===== config.mk =====
export PLATFORM = sky130hd
export DESIGN_NAME = pipeline_stall_ctrl_flat
export DESIGN_NICKNAME = d
export VERILOG_FILES = /design/src/rtl/pipeline_stall_ctrl_if.sv /design/src/rtl/pipeline_stall_ctrl.sv /design/src/flat_wrapper.sv
export SDC_FILE = /design/constraint.sdc
export NUM_CORES = 1
export LEC_CHECK = 0
export ABC_AREA = 1
export CAP_MARGIN = 0
export CORE_UTILIZATION = 40
export CTS_BUF_LIST = sky130_fd_sc_hd__clkbuf_2 sky130_fd_sc_hd__clkbuf_4 sky130_fd_sc_hd__clkbuf_8
export DETAILED_ROUTE_END_ITERATION = 10
export GPL_ROUTABILITY_DRIVEN = 0
export PLACE_DENSITY = 0.78
export SETUP_SLACK_MARGIN = 0.02
export SKIP_CTS_REPAIR_TIMING = 1
export SLEW_MARGIN = 20
export SYNTH_ARGS = -nofsm -noshare
export SYNTH_HDL_FRONTEND = slang
export SYNTH_SLANG_ARGS = --single-unit

===== constraint.sdc =====
create_clock -name clk -period 3 [get_ports clk]
set_input_delay 0.45 -clock clk [delete_from_list [all_inputs] [get_ports clk]]
set_output_delay 0.45 -clock clk [all_outputs]
set_load 0.1 [all_outputs]

===== src/rtl/pipeline_stall_ctrl_if.sv =====
// rtl/pipeline_stall_ctrl_if.sv - stall/flush sequencer signal bundle
// Stall_t is packed MSB-first as {stall_if, stall_id, stall_ex, stall_mem, stall_wb}.
interface pipeline_stall_ctrl_if;
    typedef struct packed {
        logic stall_if;
        logic stall_id;
        logic stall_ex;
        logic stall_mem;
        logic stall_wb;
    } Stall_t;

    logic        stallreq_if;
    logic        stallreq_id;
    logic        stallreq_ex;
    logic        stallreq_mem;
    logic        flush_req;
    Stall_t      stall;
    logic        flush;
    logic        flush_pending;
    logic        stall_timeout;
    logic [31:0] perf_stall_cyc;
    logic [31:0] perf_flush_cnt;

    modport master (
        output stallreq_if, stallreq_id, stallreq_ex, stallreq_mem, flush_req,
        input  stall, flush, flush_pending, stall_timeout, perf_stall_cyc, perf_flush_cnt
    );

    modport slave (
        input  stallreq_if, stallreq_id, stallreq_ex, stallreq_mem, flush_req,
        output stall, flush, flush_pending, stall_timeout, perf_stall_cyc, perf_flush_cnt
    );
endinterface


===== src/rtl/pipeline_stall_ctrl.sv =====
// rtl/pipeline_stall_ctrl.sv - pipeline stall/flush sequencer with stuck-stall watchdog
// Optional performance counters are built when STALL_PERF_CNT_EN is defined.
module pipeline_stall_ctrl #(
    parameter int FLUSH_HOLD = 1,
    parameter int TIMEOUT    = 1024,
    parameter int CNT_W      = 11
) (
    input  logic                clk,
    input  logic                rst,
    pipeline_stall_ctrl_if.slave bus
);
    localparam int HOLD_W = (FLUSH_HOLD > 1) ? $clog2(FLUSH_HOLD) : 1;

    typedef enum logic [1:0] {
        ST_RUN,
        ST_PEND,
        ST_FLUSH,
        ST_HOLD
    } state_t;

    state_t            state;
    state_t            state_next;
    logic [HOLD_W-1:0] hold_cnt;
    logic [CNT_W-1:0]  wd_cnt;
    logic [CNT_W-1:0]  wd_next;
    logic              timeout_q;

    logic flush_o;
    logic pending_o;
    logic hold_if;
    logic s_mem;
    logic s_ex;
    logic s_id;
    logic s_if;

    always_ff @(posedge clk or posedge rst) begin
        if (rst) begin
            state    <= ST_RUN;
            hold_cnt <= '0;
        end else begin
            state <= state_next;
            if (state == ST_FLUSH) begin
                hold_cnt <= HOLD_W'(FLUSH_HOLD - 1);
            end else if (state == ST_HOLD && hold_cnt != '0) begin
                hold_cnt <= hold_cnt - HOLD_W'(1);
            end
        end
    end

    always_comb begin
        state_next = state;
        flush_o    = 1'b0;
        pending_o  = 1'b0;
        hold_if    = 1'b0;
        case (state)
            ST_RUN: begin
                if (bus.flush_req) begin
                    state_next = bus.stallreq_mem ? ST_PEND : ST_FLUSH;
                end
            end
            ST_PEND: begin
                // Further flush requests while pending belong to the same deferred flush.
                pending_o = 1'b1;
                hold_if   = 1'b1;
                if (!bus.stallreq_mem) begin
                    state_next = ST_FLUSH;
                end
            end
            ST_FLUSH: begin
                flush_o    = 1'b1;
                state_next = (FLUSH_HOLD > 0) ? ST_HOLD : ST_RUN;
            end
            ST_HOLD: begin
                hold_if = 1'b1;
                if (bus.flush_req) begin
                    state_next = bus.stallreq_mem ? ST_PEND : ST_FLUSH;
                end else if (hold_cnt == '0) begin
                    state_next = ST_RUN;
                end
            end
            default: begin
                state_next = ST_RUN;
            end
        endcase
    end

    // Stall bits are masked while in reset so every output reads 0 asynchronously.
    assign s_mem = !rst && !flush_o && bus.stallreq_mem;
    assign s_ex  = !rst && !flush_o && (s_mem || bus.stallreq_ex);
    assign s_id  = !rst && !flush_o && (s_ex || bus.stallreq_id);
    assign s_if  = !rst && !flush_o && (s_id || bus.stallreq_if || hold_if);

    assign bus.stall         = {s_if, s_id, s_ex, s_mem, 1'b0};
    assign bus.flush         = flush_o;
    assign bus.flush_pending = pending_o;
    assign bus.stall_timeout = timeout_q;

    always_comb begin
        wd_next = '0;
        if (s_if && !flush_o) begin
            wd_next = (wd_cnt == CNT_W'(TIMEOUT)) ? wd_cnt : wd_cnt + CNT_W'(1);
        end
    end

    always_ff @(posedge clk or posedge rst) begin
        if (rst) begin
            wd_cnt    <= '0;
            timeout_q <= 1'b0;
        end else begin
            wd_cnt <= wd_next;
            if (wd_next == CNT_W'(TIMEOUT)) begin
                timeout_q <= 1'b1;
            end
        end
    end

`ifdef STALL_PERF_CNT_EN
    logic [31:0] perf_stall_q;
    logic [31:0] perf_flush_q;

    always_ff @(posedge clk or posedge rst) begin
        if (rst) begin
            perf_stall_q <= 32'h0;
            perf_flush_q <= 32'h0;
        end else begin
            if (s_if) begin
                perf_stall_q <= perf_stall_q + 32'd1;
            end
            if (flush_o) begin
                perf_flush_q <= perf_flush_q + 32'd1;
            end
        end
    end

    assign bus.perf_stall_cyc = perf_stall_q;
    assign bus.perf_flush_cnt = perf_flush_q;
`else
    assign bus.perf_stall_cyc = 32'h0;
    assign bus.perf_flush_cnt = 32'h0;
`endif
endmodule


===== src/flat_wrapper.sv =====
// flat-port wrapper written by rule: the top's interface ports become plain ports
module pipeline_stall_ctrl_flat 
#(
    parameter int FLUSH_HOLD = 1,
    parameter int TIMEOUT    = 1024,
    parameter int CNT_W      = 11
)
  (clk, rst, bus_stallreq_if, bus_stallreq_id, bus_stallreq_ex, bus_stallreq_mem, bus_flush_req, bus_stall, bus_flush, bus_flush_pending, bus_stall_timeout, bus_perf_stall_cyc, bus_perf_flush_cnt);
  pipeline_stall_ctrl_if bus_i ();
  input  logic clk;
  input  logic rst;
  input wire logic [$bits(bus_i.stallreq_if)-1:0] bus_stallreq_if;
  input wire logic [$bits(bus_i.stallreq_id)-1:0] bus_stallreq_id;
  input wire logic [$bits(bus_i.stallreq_ex)-1:0] bus_stallreq_ex;
  input wire logic [$bits(bus_i.stallreq_mem)-1:0] bus_stallreq_mem;
  input wire logic [$bits(bus_i.flush_req)-1:0] bus_flush_req;
  output wire logic [$bits(bus_i.stall)-1:0] bus_stall;
  output wire logic [$bits(bus_i.flush)-1:0] bus_flush;
  output wire logic [$bits(bus_i.flush_pending)-1:0] bus_flush_pending;
  output wire logic [$bits(bus_i.stall_timeout)-1:0] bus_stall_timeout;
  output wire logic [$bits(bus_i.perf_stall_cyc)-1:0] bus_perf_stall_cyc;
  output wire logic [$bits(bus_i.perf_flush_cnt)-1:0] bus_perf_flush_cnt;
  assign bus_i.stallreq_if = bus_stallreq_if;
  assign bus_i.stallreq_id = bus_stallreq_id;
  assign bus_i.stallreq_ex = bus_stallreq_ex;
  assign bus_i.stallreq_mem = bus_stallreq_mem;
  assign bus_i.flush_req = bus_flush_req;
  assign bus_stall = bus_i.stall;
  assign bus_flush = bus_i.flush;
  assign bus_flush_pending = bus_i.flush_pending;
  assign bus_stall_timeout = bus_i.stall_timeout;
  assign bus_perf_stall_cyc = bus_i.perf_stall_cyc;
  assign bus_perf_flush_cnt = bus_i.perf_flush_cnt;
  pipeline_stall_ctrl #(.FLUSH_HOLD(FLUSH_HOLD), .TIMEOUT(TIMEOUT), .CNT_W(CNT_W)) u_core (.clk(clk), .rst(rst), .bus(bus_i));
endmodule

==> impl_metrics.env <==
export IMPL_critPathLaunchType="primary input"
export IMPL_rows=21
export IMPL_crit_required_ns=2.55
export IMPL_vias=999
export IMPL_pwr_share_comb_pct=66.7
export IMPL_maxSlewViolCount=0
export IMPL_ys_seq_area_share_pct=24.8
export IMPL_synth_xor_area_share_pct=1.16
export IMPL_synth_area_mux_share_pct=0
export IMPL_crit_reg2reg_capture="u_core.bus.stall_timeout"
export IMPL_crit_path_start="bus_stallreq_mem"
export IMPL_drt_initial_drc_count=21
export IMPL_fp_dieH_um=63.5
export IMPL_end_kind="output port"
export IMPL_tightest_slew_ns=0.546
export IMPL_grt_pass1_wl_um=3400
export IMPL_wl_um=2030
export IMPL_yosysTopAreaCell="buf_4"
export IMPL_ys_warn_count=0
export IMPL_dpl_hpwl_um=1740
export IMPL_grt_pass1_vias=808
export IMPL_synth_top_family_by_area="buffers and inverters"
export IMPL_synth_area_leaders="buf_4, dfrtp_1, nand2_1"
export IMPL_fp_dieW_um=63.5
export IMPL_portBuffers=13
export IMPL_endpoint="bus_stall[4]"
export IMPL_yosysUniqueCellTypes=25
export IMPL_clkPwrFrac_pct=12.5
export IMPL_ff2ff_path_depth=9
export IMPL_final_cell_mix="conb_1, nand2_1, inv_1, nor2_1, dfrtp_1"
export IMPL_first_pass_iters=4
export IMPL_p_sw_uw=814
export IMPL_gr_usage_all_layers_pct=10.5
export IMPL_r2r_setup_slack_ns=1.39
export IMPL_setup_tns_ns=0
export IMPL_max_slew_margin_pct=63.6
export IMPL_intPower_uw=447
export IMPL_worstPathArrival_ns=1.64
export IMPL_fin_worst_skew_ns=0.00923
export IMPL_outcome="complete, no violations"
export IMPL_synth_top_area_share_pct=34.2
export IMPL_cap_viol_max_count=0
export IMPL_grt_antenna_before_repair=0
export IMPL_synthCells=209
export IMPL_hold_viol=0
export IMPL_setup_violations=0
export IMPL_post_route_min_period_ns=2.09
export IMPL_cts_tree="done"
export IMPL_cts_sinks=15
export IMPL_synthAdderAreaFrac_pct=1.65
export IMPL_areaGrowthSynthToFinish_pct=-3.22
export IMPL_yosys_area_share_simple_pct=26.6
export IMPL_dieArea_um2=4040
export IMPL_synth_area_um2=1520
export IMPL_synth_area_per_cell_um2=7.25
export IMPL_holdPathStages=2
export IMPL_start_util_pct=43.7
export IMPL_ios=79
export IMPL_final_common_cell="conb_1"
export IMPL_pwr_share_seq_pct=20.8
export IMPL_fin_crit_sh_pct=69.8
export IMPL_clk_latency_ns=0.25
export IMPL_wl_per_cell_um=7.59
export IMPL_hold_path_class="reg2reg"
export IMPL_nFillCells=348
export IMPL_drive_above_1_share_pct=11.3
export IMPL_nNetsFinal=231
export IMPL_vias_per_cell=3.74
export IMPL_finalNonFillerCells=267
export IMPL_gr_total_overflow=0
export IMPL_synth_compound_area_share_pct=3.88
export IMPL_core_um2=3470
export IMPL_dp_cells=263
export IMPL_drtAntennaViolNets=0
export IMPL_cts_root_buf="clkbuf_8"
export IMPL_r2r_start="u_core.wd_cnt[0]"
export IMPL_switching_share_pct=64.6
export IMPL_ys_ff_latch=15
export IMPL_leakagePower_uw=0.000877
export IMPL_rsz0062_at_grt="false"
export IMPL_path_max_fanout=9
export IMPL_fmax_mhz=478
export IMPL_grt_max_degree=16
export IMPL_whs_ns=0.472
export IMPL_antenna_cells=0
export IMPL_cts_buffers=3
export IMPL_htreeDepth=1
export IMPL_ctsLongestPathBuffers=2
export IMPL_vdd_ir_drop_max_uv=394
export IMPL_drc=0
export IMPL_power_density_nw_per_um2=859
export IMPL_path_class="in2out"
export IMPL_clkTransAtPathRegs_ns=0.06
[worst min path at each step]
stage / from / endpoint / slack (ns)
finish: u_core.bus.stall_timeout / u_core.bus.stall_timeout / 0.47
global route: u_core.bus.stall_timeout / u_core.bus.stall_timeout / 0.52
CTS: u_core.bus.stall_timeout / u_core.bus.stall_timeout / 0.48
detailed placement: u_core.bus.stall_timeout / u_core.bus.stall_timeout / 0.46
global placement: u_core.bus.stall_timeout / u_core.bus.stall_timeout / 0.46
floorplan: rst / u_core.bus.stall_timeout / 0.35
[state kept, by name, summed over array words and instances, names as in the netlist]
name,flops
u_core.bus.stall_timeout,1
u_core.hold_cnt,1
u_core.state,2
u_core.wd_cnt,11
[worst max-delay path: stages]
cell,delay [ns]
clkdlybuf4s50_1,0.49
nor2_1,0.21
nand3_1,0.14
nand2_4,0.12
inv_6,0.06
buf_12,0.16
[synth_stat cells, drive strengths merged]
| master | n |
|---|---|
| inv | 29 |
| conb | 1 |
| nand2 | 35 |
| ha | 2 |
| xor2 | 1 |
| dfrtp | 15 |
| o21bai | 1 |
| buf | 69 |
| nor2 | 23 |
| nand3b | 1 |
| nand3 | 16 |
| xnor2 | 1 |
| nor3 | 2 |
| nand4 | 3 |
| o31ai | 1 |
| o311ai | 1 |
| a21oi | 5 |
| o21ai | 2 |
| or2 | 1 |
[through the flow]
stage          utilization (%)  setup WS [ns]  area (um2)  power, uW
5_1_grt                   42.3          0.765        1470       1320
4_1_cts                   42.3          0.909        1470       1270
3_3_place_gp              40.9          0.920        1420       1100
3_5_place_dp              40.9          0.912        1420       1110
2_1_floorplan                -           1.06        1760       1090
6_report                  42.3          0.906        1470       1260
[cell families (layout without fill, tap and decap cells)]
kind of cell | count (synthesis) | in the layout
adders and majority gates | 2 | 2
DFF | 15 | 15
buffers and inverters | 98 | 46
AOI/OAI and AO/OA | 10 | 10
xor gates and xnor gates | 2 | 2
and+or+nand+nor | 81 | 81
other | 1 | 65
[power groups by stage]
stage               Clock, uW  Combinational (uW)  Sequential [uW]
finish                    158                 841              262
detailed placement          0                 843              264
global placement            0                 837              265
CTS                       161                 844              261
floorplan                   0                 833              258
global route              174                 881              264
[final cells by class]
cell class                 count  area, um2  area share (%)
sequential                    15        375            25.6
timing repair buffer          13        125            8.53
tap                           46       57.6            3.92
clock inverter                 1       5.00           0.341
inverter                      29        114            7.76
clock buffer                   3       41.3            2.82
multi-input combinational    160        748            51.0
[metal layers]
layer	global-route usage (%)	vias to the layer above	wire length [um]
li1	-	530	-
met1	13.3	432	922
met2	17.0	35	996
met3	1.63	2	91
met4	5.11	0	16
met5	0	-	0
Note: power is estimated with default switching activity, not from simulation.
